`src/rtl/if_fetch_unit.sv`:
```
// Instruction fetch: drives the ROM and queues {pc, instr} pairs toward decode over valid/ready.
// Latency: a word read in cycle N reaches the queue head at N+1 at the earliest (registered storage, no bypass).
// Backpressure: id_ready low fills the queue and then holds pc; a redirect flushes the queue and refetches.
module if_fetch_unit #(
    parameter logic [31:0] RESET_PC = 32'h0000_0000,
    parameter int          FQ_DEPTH = 2
) (
    input  logic                       clk,
    input  logic                       rst_n,
    output logic                       rom_ce,
    output logic [31:0]                rom_addr,
    input  logic [31:0]                rom_instr,
    input  logic                       redirect_valid,
    input  logic [31:0]                redirect_pc,
    output logic                       id_valid,
    input  logic                       id_ready,
    output logic [31:0]                id_instr,
    output logic [31:0]                id_pc,
    output logic [$clog2(FQ_DEPTH):0]  fq_count
);

    localparam int PW = $clog2(FQ_DEPTH);
    localparam int CW = PW + 1;
    localparam logic [CW-1:0] DEPTH_C = CW'(FQ_DEPTH);

    typedef struct packed {
        logic [31:0] pc;
        logic [31:0] instr;
    } fq_entry_t;

    fq_entry_t        fq_mem [FQ_DEPTH];
    logic [PW-1:0]    rd_ptr;
    logic [PW-1:0]    wr_ptr;
    logic [CW-1:0]    count;
    logic [31:0]      pc;
    logic             push;
    logic             pop;
    logic             fq_full;

    assign fq_full  = (count == DEPTH_C);
    assign pop      = id_valid & id_ready;
    // A full queue may still accept a word when decode drains the head in the same cycle.
    assign push     = rom_ce & ~redirect_valid & (~fq_full | pop);

    assign rom_addr = {pc[31:2], 2'b00};
    assign id_valid = (count != '0);
    assign id_instr = fq_mem[rd_ptr].instr;
    assign id_pc    = fq_mem[rd_ptr].pc;
    assign fq_count = count;

    always_ff @(posedge clk or negedge rst_n) begin
        if (!rst_n) begin
            rom_ce <= 1'b0;
            pc     <= RESET_PC;
        end else begin
            rom_ce <= 1'b1;
            if (redirect_valid) begin
                pc <= {redirect_pc[31:2], 2'b00};
            end else if (push) begin
                pc <= pc + 32'd4;
            end
        end
    end

    always_ff @(posedge clk or negedge rst_n) begin
        if (!rst_n) begin
            rd_ptr <= '0;
            wr_ptr <= '0;
            count  <= '0;
        end else if (redirect_valid) begin
            // A head popped this cycle is still consumed by decode; everything else is dropped.
            rd_ptr <= wr_ptr;
            count  <= '0;
        end else begin
            if (push) begin
                wr_ptr <= wr_ptr + 1'b1;
            end
            if (pop) begin
                rd_ptr <= rd_ptr + 1'b1;
            end
            case ({push, pop})
                2'b10:   count <= count + 1'b1;
                2'b01:   count <= count - 1'b1;
                default: count <= count;
            endcase
        end
    end

    always_ff @(posedge clk or negedge rst_n) begin
        if (!rst_n) begin
            for (int i = 0; i < FQ_DEPTH; i++) begin
                fq_mem[i] <= '0;
            end
        end else if (push) begin
            fq_mem[wr_ptr] <= {pc, rom_instr};
        end
    end

endmodule

```
`config.mk`:
```
export PLATFORM = sky130hd
export DESIGN_NAME = if_fetch_unit
export DESIGN_NICKNAME = d
export VERILOG_FILES = /design/src/rtl/if_fetch_unit.sv
export SDC_FILE = /design/constraint.sdc
export NUM_CORES = 1
export LEC_CHECK = 0
export BUFFER_PORTS_ARGS = -buffer_cell sky130_fd_sc_hd__buf_2
export CAP_MARGIN = 15
export CORE_MARGIN = 2
export CORE_UTILIZATION = 59
export DETAILED_ROUTE_END_ITERATION = 10
export PLACE_DENSITY = 0.92
export SLEW_MARGIN = 20
export SYNTH_ARGS = -nofsm -noshare
export SYNTH_HDL_FRONTEND = slang
export SYNTH_SLANG_ARGS = --single-unit
```
`constraint.sdc`:
```
create_clock -name clk -period 5.35 [get_ports clk]
set_input_delay 1.07 -clock clk [delete_from_list [all_inputs] [get_ports clk]]
set_output_delay 1.07 -clock clk [all_outputs]
set_load 0.005 [all_outputs]
```
==> results_dict.tcl <==
set metrics [dict create \
    setup-tns-final_ns 0 \
    nets 807 \
    p_leak_nw 4.01 \
    firstDrtPassIters 5 \
    fill_cells 817 \
    ant_nets 0 \
    finClkSkew_ns 0.00912 \
    postCtsSetupRepairBufs 0 \
    critPathCaptureType "output port" \
    cp.required_ns 4.28 \
    dr_wl_met3_um 1110 \
    fin_ws_ns 1.80 \
    ys_seq_area_frac 0.527 \
    synthTopCellsByArea "dfrtp_1 53%, mux2_2 28%, nand2_1 1.5%" \
    routed.top_layer "met5" \
    drcViolationCount 0 \
    r2r_cells 5 \
    grt_pass1_wl_um 26700 \
    wl_per_cell_um 18.7 \
    yosys.cell_types.count 50 \
    drt_iter0_drc 395 \
    synth_edf_count 0 \
    yosysWarningCount 0 \
    grt_usage 0.256 \
    power_density_mw_per_mm2 469 \
    synth_area_sq_mm 0.00755 \
    status "complete, no violations" \
    clock_path_buffers 2 \
    post-place-ws_ns 1.82 \
    cts_tree "yes" \
    reg2reg_to "fq_mem[77]" \
    grt_max_degree 113 \
    dieArea_sq_mm 0.0137 \
    post_dp_cell_area_sq_mm 0.00841 \
    path_max_fanout 39 \
    maxSlewViolCount 0 \
    max_freq_mhz 282 \
    yosys.area.top_type "dfrtp_1" \
    pwr-share-clk 0.321 \
    cts_root_buf "clkbuf_16" \
    p_int_mw 3.12 \
    initial_core_util 0.601 \
    pwr-share-seq 0.427 \
    cts_hold_buf 0 \
    wl_met1_um 6930 \
    pin_count 168 \
    reg2reg_slack_ns 2.53 \
    final_area_sq_mm 0.00909 \
    crit_start "rd_ptr" \
    yosysTopAreaCellShare 0.527 \
    cp.arrival_ns 2.48 \
    setup_viol 0 \
    synthArstFlopShare 1.00 \
    dp.cells 891 \
    std_cell_rows 41 \
    num_vias 5433 \
    hold_viol 0 \
    port-buffer-count 161 \
    period_minus_slack_ns 3.55 \
    final_cells 923 \
    synth_most_common_cell "mux2_2" \
    ctsResizeCount 0 \
    met2_length_um 8780 \
    clk_pin_slew_worst_paths_ns 0.06 \
    core_region_area_sq_mm 0.0126 \
    postSynthCellCount 590 \
    ys_ff_latch 159 \
    grt_setup_unrepaired "false" \
    worstSetupPathType "reg2out" \
    peakVddDrop_uv 272 \
    layout-drive-gt1-share 0.522 \
    synth.avg_cell_area_sq_um 12.8 \
    cts_buffers 17 \
    dieHeight_um 117 \
    area_delta_synth_final_pct 20.4 \
    antenna_found_initial 2 \
    cts.sinks 159 \
    cap_violations 0 \
    n_antenna_cell 0 \
    p_sw_mw 1.14 \
    power_frac_comb 0.251 \
    crit_path_end "id_instr[9]" \
    grt_pass1_vias 5403 \
    hold_path_class "reg2reg" \
    gp_congestion 0.786 \
    cts_max_level 4 \
    max_slew.worst_pin.slew_ns 1.00 \
    insertion_delay_ns 0.43 \
    whs_ns 0.478 \
    gr-total-overflow 0 \
    p_sw_frac 0.268 \
    start_kind "register" \
    crit-reg2reg-launch "fq_count[1]" \
    yosys-top-cells-count "185 x mux2_2, 159 x dfrtp_1, 31 x nand2_1" \
    slew_headroom 0.327 \
    timing.final.crit_share 0.664 \
    synthFlopType "dfrtp_1" \
    hpwl_um 11200 \
    fp.dieW_um 117 \
    via_per_inst 5.89 \
    finalWirelength_um 17300 \
]
[routing by layer]
layer,GRT usage,vias up
li1,-,2461
met1,0.318,2693
met2,0.430,226
met3,0.0577,49
met4,0.116,4
met5,0,-
[cells by family after synthesis]
| kind of cell | synth area share |
|---|---|
| AO/OA/AOI/OAI | 0.0542 |
| XOR/XNOR | 0.0104 |
| adder cells (fa/ha/maj) | 0.00166 |
| buffers and inverters | 0.0328 |
| flip-flops | 0.527 |
| multiplexers | 0.277 |
| other | 0.000995 |
| AND/OR/NAND/NOR | 0.0956 |
[how the worst min path moves through the flow]
stage | start | end | slack (ns) | cells after the start
global route | fq_mem[3] | fq_mem[3] | 0.51 | 1
detailed placement | fq_mem[50] | fq_mem[50] | 0.47 | 2
finish | fq_mem[50] | fq_mem[50] | 0.48 | 2
global placement | fq_mem[50] | fq_mem[50] | 0.46 | 2
floorplan | fq_mem[50] | fq_mem[50] | 0.44 | 2
CTS | fq_mem[50] | fq_mem[50] | 0.48 | 2
[power groups by stage]
| stage | registers [mW] | clock network [mW] | logic [mW] |
|---|---|---|---|
| after floorplan | 1.73 | 0 | 0.735 |
| after global placement | 1.79 | 0 | 1.02 |
| after detailed placement | 1.84 | 0 | 1.07 |
| after CTS | 1.82 | 1.39 | 1.08 |
| after global routing | 1.87 | 1.45 | 1.17 |
| final | 1.82 | 1.37 | 1.07 |
[stage by stage]
step / util / total power, mW
global route: 0.723 / 4.49
global placement: 0.669 / 2.82
floorplan: - / 2.46
CTS: 0.723 / 4.29
detailed placement: 0.669 / 2.91
finish: 0.723 / 4.26
[registers in the layout (all words and copies together), names as in the netlist]
name	count
fq_mem	124
wr_ptr	1
rd_ptr	1
pc	30
rom_ce	1
fq_count	2
[final cells by class]
cell class,count,area (sq um),area share
Sequential cell,159,3980,0.438
Multi-Input combinational cell,391,3340,0.368
Timing Repair Buffer,166,865,0.0951
Clock buffer,18,439,0.0483
Clock inverter,14,239,0.0263
Tap cell,172,215,0.0237
Inverter,3,11.3,0.00124
[layout by cell type (no fill, tap or decap), types with 3 or more instances in the layout]
master,instances
mux2_2,185
buf_2,160
dfrtp_1,158
nand2_1,31
o21ai_0,20
clkbuf_16,17
nor2_1,16
nand3_1,15
or4_1,13
nand4_1,10
a31oi_1,10
o31ai_1,8
a21oi_1,7
xor2_1,6
bufinv_16,6
and4_1,5
a211o_1,5
or3_1,5
conb_1,5
and2_1,4
o211ai_1,4
nor3b_1,4
nor4_1,4
buf_4,4
and3_1,3
nor2b_1,3
nor3_1,3
xnor2_1,3
clkinvlp_4,3
clkinv_4,3
[critical path, cell delays in order, from the launching register on]
cell and delay, ns:
dfrtp_2 1.02, buf_4 0.48, mux2_2 0.39, buf_2 0.13
No activity file was read; power rests on OpenSTA's default activity.
